===== config.mk =====
export PLATFORM = sky130hd
export DESIGN_NAME = qupls_regread_arbiter
export DESIGN_NICKNAME = d
export VERILOG_FILES = /design/src/rtl/qupls_regread_arbiter.sv
export SDC_FILE = /design/constraint.sdc
export NUM_CORES = 1
export LEC_CHECK = 0
export CAP_MARGIN = 20
export CORE_MARGIN = 5
export CORE_UTILIZATION = 35
export CTS_CLUSTER_SIZE = 16
export DETAILED_ROUTE_END_ITERATION = 8
export SYNTH_ARGS = -nofsm -noshare
export SYNTH_HDL_FRONTEND = slang
export SYNTH_SLANG_ARGS = --single-unit

===== constraint.sdc =====
create_clock -name clk -period 17 [get_ports clk]
set_input_delay 3.4 -clock clk [delete_from_list [all_inputs] [get_ports clk]]
set_output_delay 3.4 -clock clk [all_outputs]
set_load 0.01 [all_outputs]

===== src/rtl/qupls_regread_arbiter.sv =====
// Register-file read-port arbiter: rotating priority with age-based starvation override.
// Optional QUPLS_RDPORT_ZERO_BYPASS_EN grants register-0 reads without using a port.
module qupls_regread_arbiter #(
  parameter int unsigned NREQ       = 8,
  parameter int unsigned NPORT      = 4,
  parameter int unsigned AREGW      = 9,
  parameter int unsigned STARVE_LIM = 3
) (
  input  logic                             clk,
  input  logic                             rst,
  input  logic                             stall,
  input  logic [NREQ-1:0]                  req,
  input  logic [NREQ*AREGW-1:0]            req_reg,
  output logic [NREQ-1:0]                  gnt,
  output logic [NPORT-1:0]                 rp_v,
  output logic [NPORT*AREGW-1:0]           rp_reg,
  output logic [NPORT*$clog2(NREQ)-1:0]    rp_src
);

  localparam int unsigned IW = $clog2(NREQ);
  localparam int unsigned PW = (NPORT > 1) ? $clog2(NPORT) : 1;
  localparam int unsigned CW = PW + 1;
  localparam logic [3:0]  Lim = 4'(STARVE_LIM);

  logic [IW-1:0]                  ptr_q, ptr_d;
  logic [NREQ-1:0][3:0]           age_q, age_d;
  logic [NREQ-1:0]                elig, sel;
  logic [NPORT-1:0]               v_d;
  logic [NPORT-1:0][AREGW-1:0]    reg_d;
  logic [NPORT-1:0][IW-1:0]       src_d;
  logic [CW-1:0]                  used;
  logic [IW-1:0]                  idx;

  always_comb begin
    elig  = req & ~gnt;
    sel   = '0;
    v_d   = '0;
    reg_d = '0;
    src_d = '0;
    used  = '0;
    ptr_d = ptr_q;
    idx   = '0;
`ifdef QUPLS_RDPORT_ZERO_BYPASS_EN
    for (int i = 0; i < NREQ; i++) begin
      if (elig[i] && req_reg[i*AREGW +: AREGW] == '0) sel[i] = 1'b1;
    end
`endif
    // Pass 0 takes only starved requesters, pass 1 everything still eligible.
    for (int p = 0; p < 2; p++) begin
      for (int k = 0; k < NREQ; k++) begin
        idx = ptr_q + IW'(k);
        if (elig[idx] && !sel[idx] && (p == 1 || age_q[idx] == Lim) && used < CW'(NPORT)) begin
          sel[idx]             = 1'b1;
          v_d[used[PW-1:0]]    = 1'b1;
          reg_d[used[PW-1:0]]  = req_reg[32'(idx)*AREGW +: AREGW];
          src_d[used[PW-1:0]]  = idx;
          used                 = used + CW'(1);
          ptr_d                = idx + IW'(1);
        end
      end
    end
  end

  always_comb begin
    age_d = age_q;
    for (int i = 0; i < NREQ; i++) begin
      if (!req[i] || sel[i]) begin
        age_d[i] = '0;
      end else if (age_q[i] != Lim) begin
        age_d[i] = age_q[i] + 4'd1;
      end
    end
  end

  always_ff @(posedge clk) begin
    if (rst) begin
      gnt    <= '0;
      rp_v   <= '0;
      rp_reg <= '0;
      rp_src <= '0;
      ptr_q  <= '0;
      age_q  <= '0;
    end else if (stall) begin
      gnt  <= '0;
      rp_v <= '0;
    end else begin
      gnt    <= sel;
      rp_v   <= v_d;
      rp_reg <= reg_d;
      rp_src <= src_d;
      ptr_q  <= ptr_d;
      age_q  <= age_d;
    end
  end

endmodule


==> results.ini, run 1 <==
[layout]
most_common_cell_after_layout_fill_and_taps_aside = sky130_fd_sc_hd__nand2_1
mostFrequentLayoutCells = sky130_fd_sc_hd__nand2_1, sky130_fd_sc_hd__nor2_1, sky130_fd_sc_hd__mux2i_1
num-nets-final = 2773
areaGrowthSynthToFinish_pct = 13.5
final_layout_size_suffix_gt1_frac = 0.117
largest_register_ffs = 36
final_design_area_no_fill_mm2 = 0.0217
layoutNonFillerInstCount = 3316

[clocking]
cts_root_buf = sky130_fd_sc_hd__clkbuf_16
cts-buffers-inserted = 9
clock_transition_at_the_register_clock_pins_on_the_worst_setup_and_hold_paths_after_cts_ns = 0.06
cts-hold-fix-buffers = 0
clkLatencyLatePin_ns = 0.37
max-clock-path-buffers = 2
tritoncts_num_sinks = 95
tritoncts = built
htree_levels = 3

[placement]
portBuffers = 142
place_hpwl_um = 77100
globalplace.congestion = 1.03
post-place-cells = 3290
placedInstanceArea_mm2 = 0.0212

[critical_path]
worst_path_max_delay_cell = sky130_fd_sc_hd__fa_1
worst_setup_path_end_kind = flip-flop
critical_path.startpoint_type = input port
cp_common_cell = sky130_fd_sc_hd__ha_1
critPathArrivalTime_ns = 16.42
required_arrival_time_at_the_worst_endpoint_ns = 17.20
critical_path_peak_fanout = 16
ff2ff_path_depth = 55
timing.rr.end = rp_src[7]
critical-path-max-stage-delay_ns = 0.63
reg2reg_from = ptr_q[1]
crit_type = in2reg
reg_to_reg_setup_timing_slack_ns = 2.30
critical_path_source = req[3]

[sta]
final.period_utilization = 0.954
finalSetupViolations = 0
hold-worst-slack_ns = 0.460
fin_worst_skew_ns = 0.0142
tightestPinTransition_ns = 1.19
slew_viol_final = 0
hold_violations_final = 0
timing.slew.headroom = 0.183
tns_ns = 0
final.min_clock_period_ns = 16.23
unrepaired_setup_endpoints_after_global_routing = no
achievable-frequency_mhz = 61.6

[outcome]
run_status = completed

[synthesis]
count_of_distinct_cell_types_in_the_synthesized_netlist = 99
synth-warning-count = 0
synth_fp_nets = 2755
syn_inst = 2595
ys_seq_elements = 95
synthFlopType = sky130_fd_sc_hd__dfxtp_1
netlist_area_mm2 = 0.0191
number_of_flops_mapped_to_enable_cells_by_yosys = 0
synth.yosys.seq_area_share = 0.0997
syn-mean-instance-area_um2 = 7.35
async_flop_share = 0

[floorplan]
starting_utilization_of_the_core_area = 0.354
die_x_um = 243
placementRows = 85
core_region_area_mm2 = 0.0539
fp.dieH_um = 243
pin_count = 143
die_outline_area_mm2 = 0.0593

[global_routing]
grt.met2_usage = 0.438
overflow = 0
track_usage = 0.315
largest_net_degree_at_the_start_of_global_routing = 122
globalRouteMet1Util = 0.476
grt_pass1_vias = 20700
gr-max-usage-layer = met1
grt_antenna_before_repair = 4
grt_pass1_wl_um = 145000
global_route.usage.met3 = 0.0975

[hold_path]
worst_hold_startpoint = rp_src[9]
hold_path_depth = 2
timing.hold.worst.class = reg2reg
hold-path-endpoint = rp_src[9]

[route]
dr.first_iter.drc_count = 3010
wl_per_cell_um = 30.0
drtAntennaViolNets = 0
detail_route.vias_per_cell = 6.85
wl_um = 99400
drt_pass1_iterations = 9
remaining_drc_errors = 0
routed-via-count = 22700

[run]
max-cap-violations = 0

how the worst max path moves through the flow:
| stage | cells after the start | endpoint |
|---|---|---|
| finish | 54 | rp_src[7] |
| global route | 57 | rp_src[3] |
| CTS | 52 | age_q[25] |
| detailed placement | 52 | age_q[25] |
| global placement | 53 | rp_reg[32] |
| floorplan | 61 | rp_reg[31] |
metrics by stage:
step / worst slack (ns) / utilization
after CTS: 0.708 / 0.400
after global placement: 0.857 / 0.393
final: 0.775 / 0.402
after detailed placement: 0.375 / 0.394
after global routing: 0.00489 / 0.402
after floorplan: 0.574 / -
cell usage after synthesis, drive strengths merged (30+ instances only):
master    n  area, µm²
mux2i   189       1890
ha       76        951
nor2    233        887
mux4     90       2030
a221oi   48        427
a211oi   68        538
inv      63        236
o21ai   102        514
o221ai   30        280
o211ai  129        978
and2     41        257
a21oi   128        641
nand2   374       1410
nand3    71        360
clkbuf  191        717
dfxtp    95       1900
a31oi    38        244
nand4    35        231
buf      49        240
o31ai    33        253
nor3     76        402
kinds of logic after synthesis:
kind of cell,after synthesis,share of synthesized area
and+or+nand+nor,964,0.236
adders and majority gates,77,0.0509
DFF,95,0.0997
AOI/OAI and AO/OA,823,0.319
muxes,296,0.215
buffers and inverters,305,0.0630
xor gates and xnor gates,35,0.0161
timing repair:
item,4_1_cts,5_1_grt
setup endpoints to repair,0,72
setup buffers,0,3
resized for setup,0,7
final cells by class:
type	count	area, µm²
clock buffers	11	233
diodes	2	5.00
multi-input cells	2195	16100
fillers	5512	32300
well taps	696	871
inverters	65	244
flip-flops and latches	95	1910
repair buffers	247	2230
clock inverters	5	81.3
per-layer routing:
layer | part of all wire | vias up
met1 | 0.45 | 11000
met5 | 0.00028 | -
met2 | 0.40 | 1541
met3 | 0.13 | 168
li1 | - | 10000
met4 | 0.021 | 4
worst max-delay path: cells and delay by family:
family / cells / cell delay (ns)
mux: 4 / 1.28
compound gates: 14 / 3.88
simple gates: 13 / 2.76
xor+xnor: 1 / 0.23
buf+inv: 13 / 2.35
fa+ha+maj: 9 / 2.51
Power of run 1 is left out: the tool's default activity adds up to more than one toggle a clock period on the data nets, which glitch-free logic cannot reach.
==> run 2, diff against run 1 <==
Settings changed: CAP_MARGIN 20 to default, CTS_CLUSTER_SIZE 16 to default, PLACE_DENSITY_LB_ADDON from default to 0.3.
==> run 2 against run 1 <==
  * Worst setup slack better by 0.18 ns
  * Non-clock buffer count shrank 16
  * Die area did not move
  * Worst hold slack better by 0.016 ns
  * Largest cell class unchanged
  * Highest routed layer is now met4
  * Clock skew decreased by 0.0013 ns
  * Clock-buffer cell count unchanged
  * Cell count down 0.54%
==> results.ini, run 2 (synthesis results as in run 1) <==
[clocking]
cts-buffers-inserted = 9  ; unchanged
clkLatencyLatePin_ns = 0.36  ; about the same
tritoncts_num_sinks = 95  ; unchanged
cts_root_buf = sky130_fd_sc_hd__clkbuf_16
htree_levels = 3  ; unchanged
clock_transition_at_the_register_clock_pins_on_the_worst_setup_and_hold_paths_after_cts_ns = 0.07  ; about the same
cts-hold-fix-buffers = 0  ; unchanged
max-clock-path-buffers = 2  ; unchanged
tritoncts = built

[critical_path]
critical-path-max-stage-delay_ns = 0.63  ; about the same
reg_to_reg_setup_timing_slack_ns = 2.21  ; -0.09 ns
worst-path-buf-inv = 11  ; -2
timing.rr.end = rp_reg[33]
path_delay_family = simple AND/OR/NAND/NOR gates
ff2ff_path_depth = 58  ; +5.5%
cp_common_cell = sky130_fd_sc_hd__ha_1
critical_path.startpoint_type = input port
required_arrival_time_at_the_worst_endpoint_ns = 17.26  ; +0.06 ns
worst_setup_path_end_kind = flip-flop
reg2reg_from = ptr_q[1]
critical_path_peak_fanout = 14  ; -2
critPathArrivalTime_ns = 16.30  ; -0.12 ns
crit_type = in2reg
worst_path_max_delay_cell = sky130_fd_sc_hd__fa_1

[placement]
globalplace.congestion = 1.10  ; +6.2%
portBuffers = 142  ; unchanged
place_hpwl_um = 74900  ; -2.8%

[route]
wl_per_cell_um = 29.6  ; -1.4%
remaining_drc_errors = 0  ; unchanged
wl_um = 97500  ; -1.9%
detail_route.vias_per_cell = 6.97  ; +1.7%
drtAntennaViolNets = 0  ; unchanged
routed-via-count = 23000  ; +1.2%
dr.first_iter.drc_count = 3191  ; +6.0%
drt_pass1_iterations = 7  ; -2

[layout]
mostFrequentLayoutCells = sky130_fd_sc_hd__nand2_1, sky130_fd_sc_hd__nor2_1, sky130_fd_sc_hd__mux2i_1
areaGrowthSynthToFinish_pct = 12.9
most_common_cell_after_layout_fill_and_taps_aside = sky130_fd_sc_hd__nand2_1
final_layout_size_suffix_gt1_frac = 0.113  ; -0.00423
num-nets-final = 2757  ; -0.58%
post-route-util = 0.399  ; -0.00218
layout.area.seq_mm2 = 0.00191  ; unchanged
largest_register_ffs = 36  ; unchanged
multi_input_area_mm2 = 0.0161  ; +0.13%
nFillCells = 5479  ; -0.60%

[floorplan]
placementRows = 85  ; unchanged
pin_count = 143  ; unchanged
fp.dieH_um = 243  ; unchanged
die_x_um = 243  ; unchanged
core_region_area_mm2 = 0.0539  ; unchanged
starting_utilization_of_the_core_area = 0.354  ; unchanged
die_outline_area_mm2 = 0.0593  ; unchanged

[hold_path]
hold-path-endpoint = rp_src[9]
timing.hold.worst.class = reg2reg
hold_path_depth = 2  ; unchanged
worst_hold_startpoint = rp_src[9]

[sta]
slew_viol_final = 0  ; unchanged
hold-worst-slack_ns = 0.476  ; +0.0157 ns
final.period_utilization = 0.944  ; -0.0107
tightestPinTransition_ns = 1.16  ; -0.0272 ns
fin_worst_skew_ns = 0.0130  ; -0.00125 ns
achievable-frequency_mhz = 62.3  ; +1.1%
unrepaired_setup_endpoints_after_global_routing = no
tns_ns = 0  ; unchanged
finalSetupViolations = 0  ; unchanged
timing.slew.headroom = 0.202  ; +0.0186
hold_violations_final = 0  ; unchanged
final.min_clock_period_ns = 16.04  ; -0.181 ns

[outcome]
run_status = completed

[run]
max-cap-violations = 0  ; unchanged

[global_routing]
grt_antenna_before_repair = 1  ; -3
overflow = 0  ; unchanged
grt_pass1_wl_um = 143000  ; -1.3%
largest_net_degree_at_the_start_of_global_routing = 87  ; -29%
grt_pass1_vias = 21100  ; +1.9%
track_usage = 0.308  ; -0.00709

[run 2: metrics by stage]
stage                     setup WS (ns)  cells  area [µm²]
after global placement            0.421   3279       21100
after floorplan                   0.574   2595       19100
final                             0.956   3298       21500
after detailed placement          0.270   3279       21100
after CTS                         0.608   3294       21400
after global routing              0.112   3298       21500
[run 2: metal layers]
metal,global-route usage,share of wire,vias up
met5,0,0,-
met1,0.447,0.43,11000
met2,0.443,0.41,1722
met4,0.0776,0.031,0
li1,-,-,9999
met3,0.0962,0.14,216
[run 2: what timing repair did]
item,CTS,global route
gates resized for setup,0,10
endpoints found under the setup margin,0,90
setup buffers,0,3
[run 2: how the worst max path moves through the flow]
stage | startpoint | end | slack, ns | depth (start not counted)
final | req[3] | rp_reg[33] | 0.96 | 56
after detailed placement | req[3] | age_q[21] | 0.27 | 52
after global routing | req[3] | rp_src[10] | 0.11 | 58
after floorplan | req[7] | rp_reg[31] | 0.57 | 61
after CTS | req[3] | age_q[22] | 0.61 | 52
after global placement | req[3] | ptr_q[1] | 0.42 | 54
[run 2: tightest hold or removal path, stage by stage, from the launching register on]
cell                      delay (ns)
sky130_fd_sc_hd__dfxtp_1        0.32
sky130_fd_sc_hd__nand2_1        0.05
sky130_fd_sc_hd__a21oi_1        0.05
[run 2: area by class of cell]
cell class                      instances  share of cell area
Clock buffer                           11              0.0117
Sequential cell                        95              0.0887
Multi-Input combinational cell       2195               0.747
Clock inverter                          4             0.00256
Inverter                               65              0.0113
Tap cell                              696              0.0404
Antenna cell                            1            0.000116
Timing Repair Buffer                  231              0.0977
Power of run 2 is left out for the same reason.
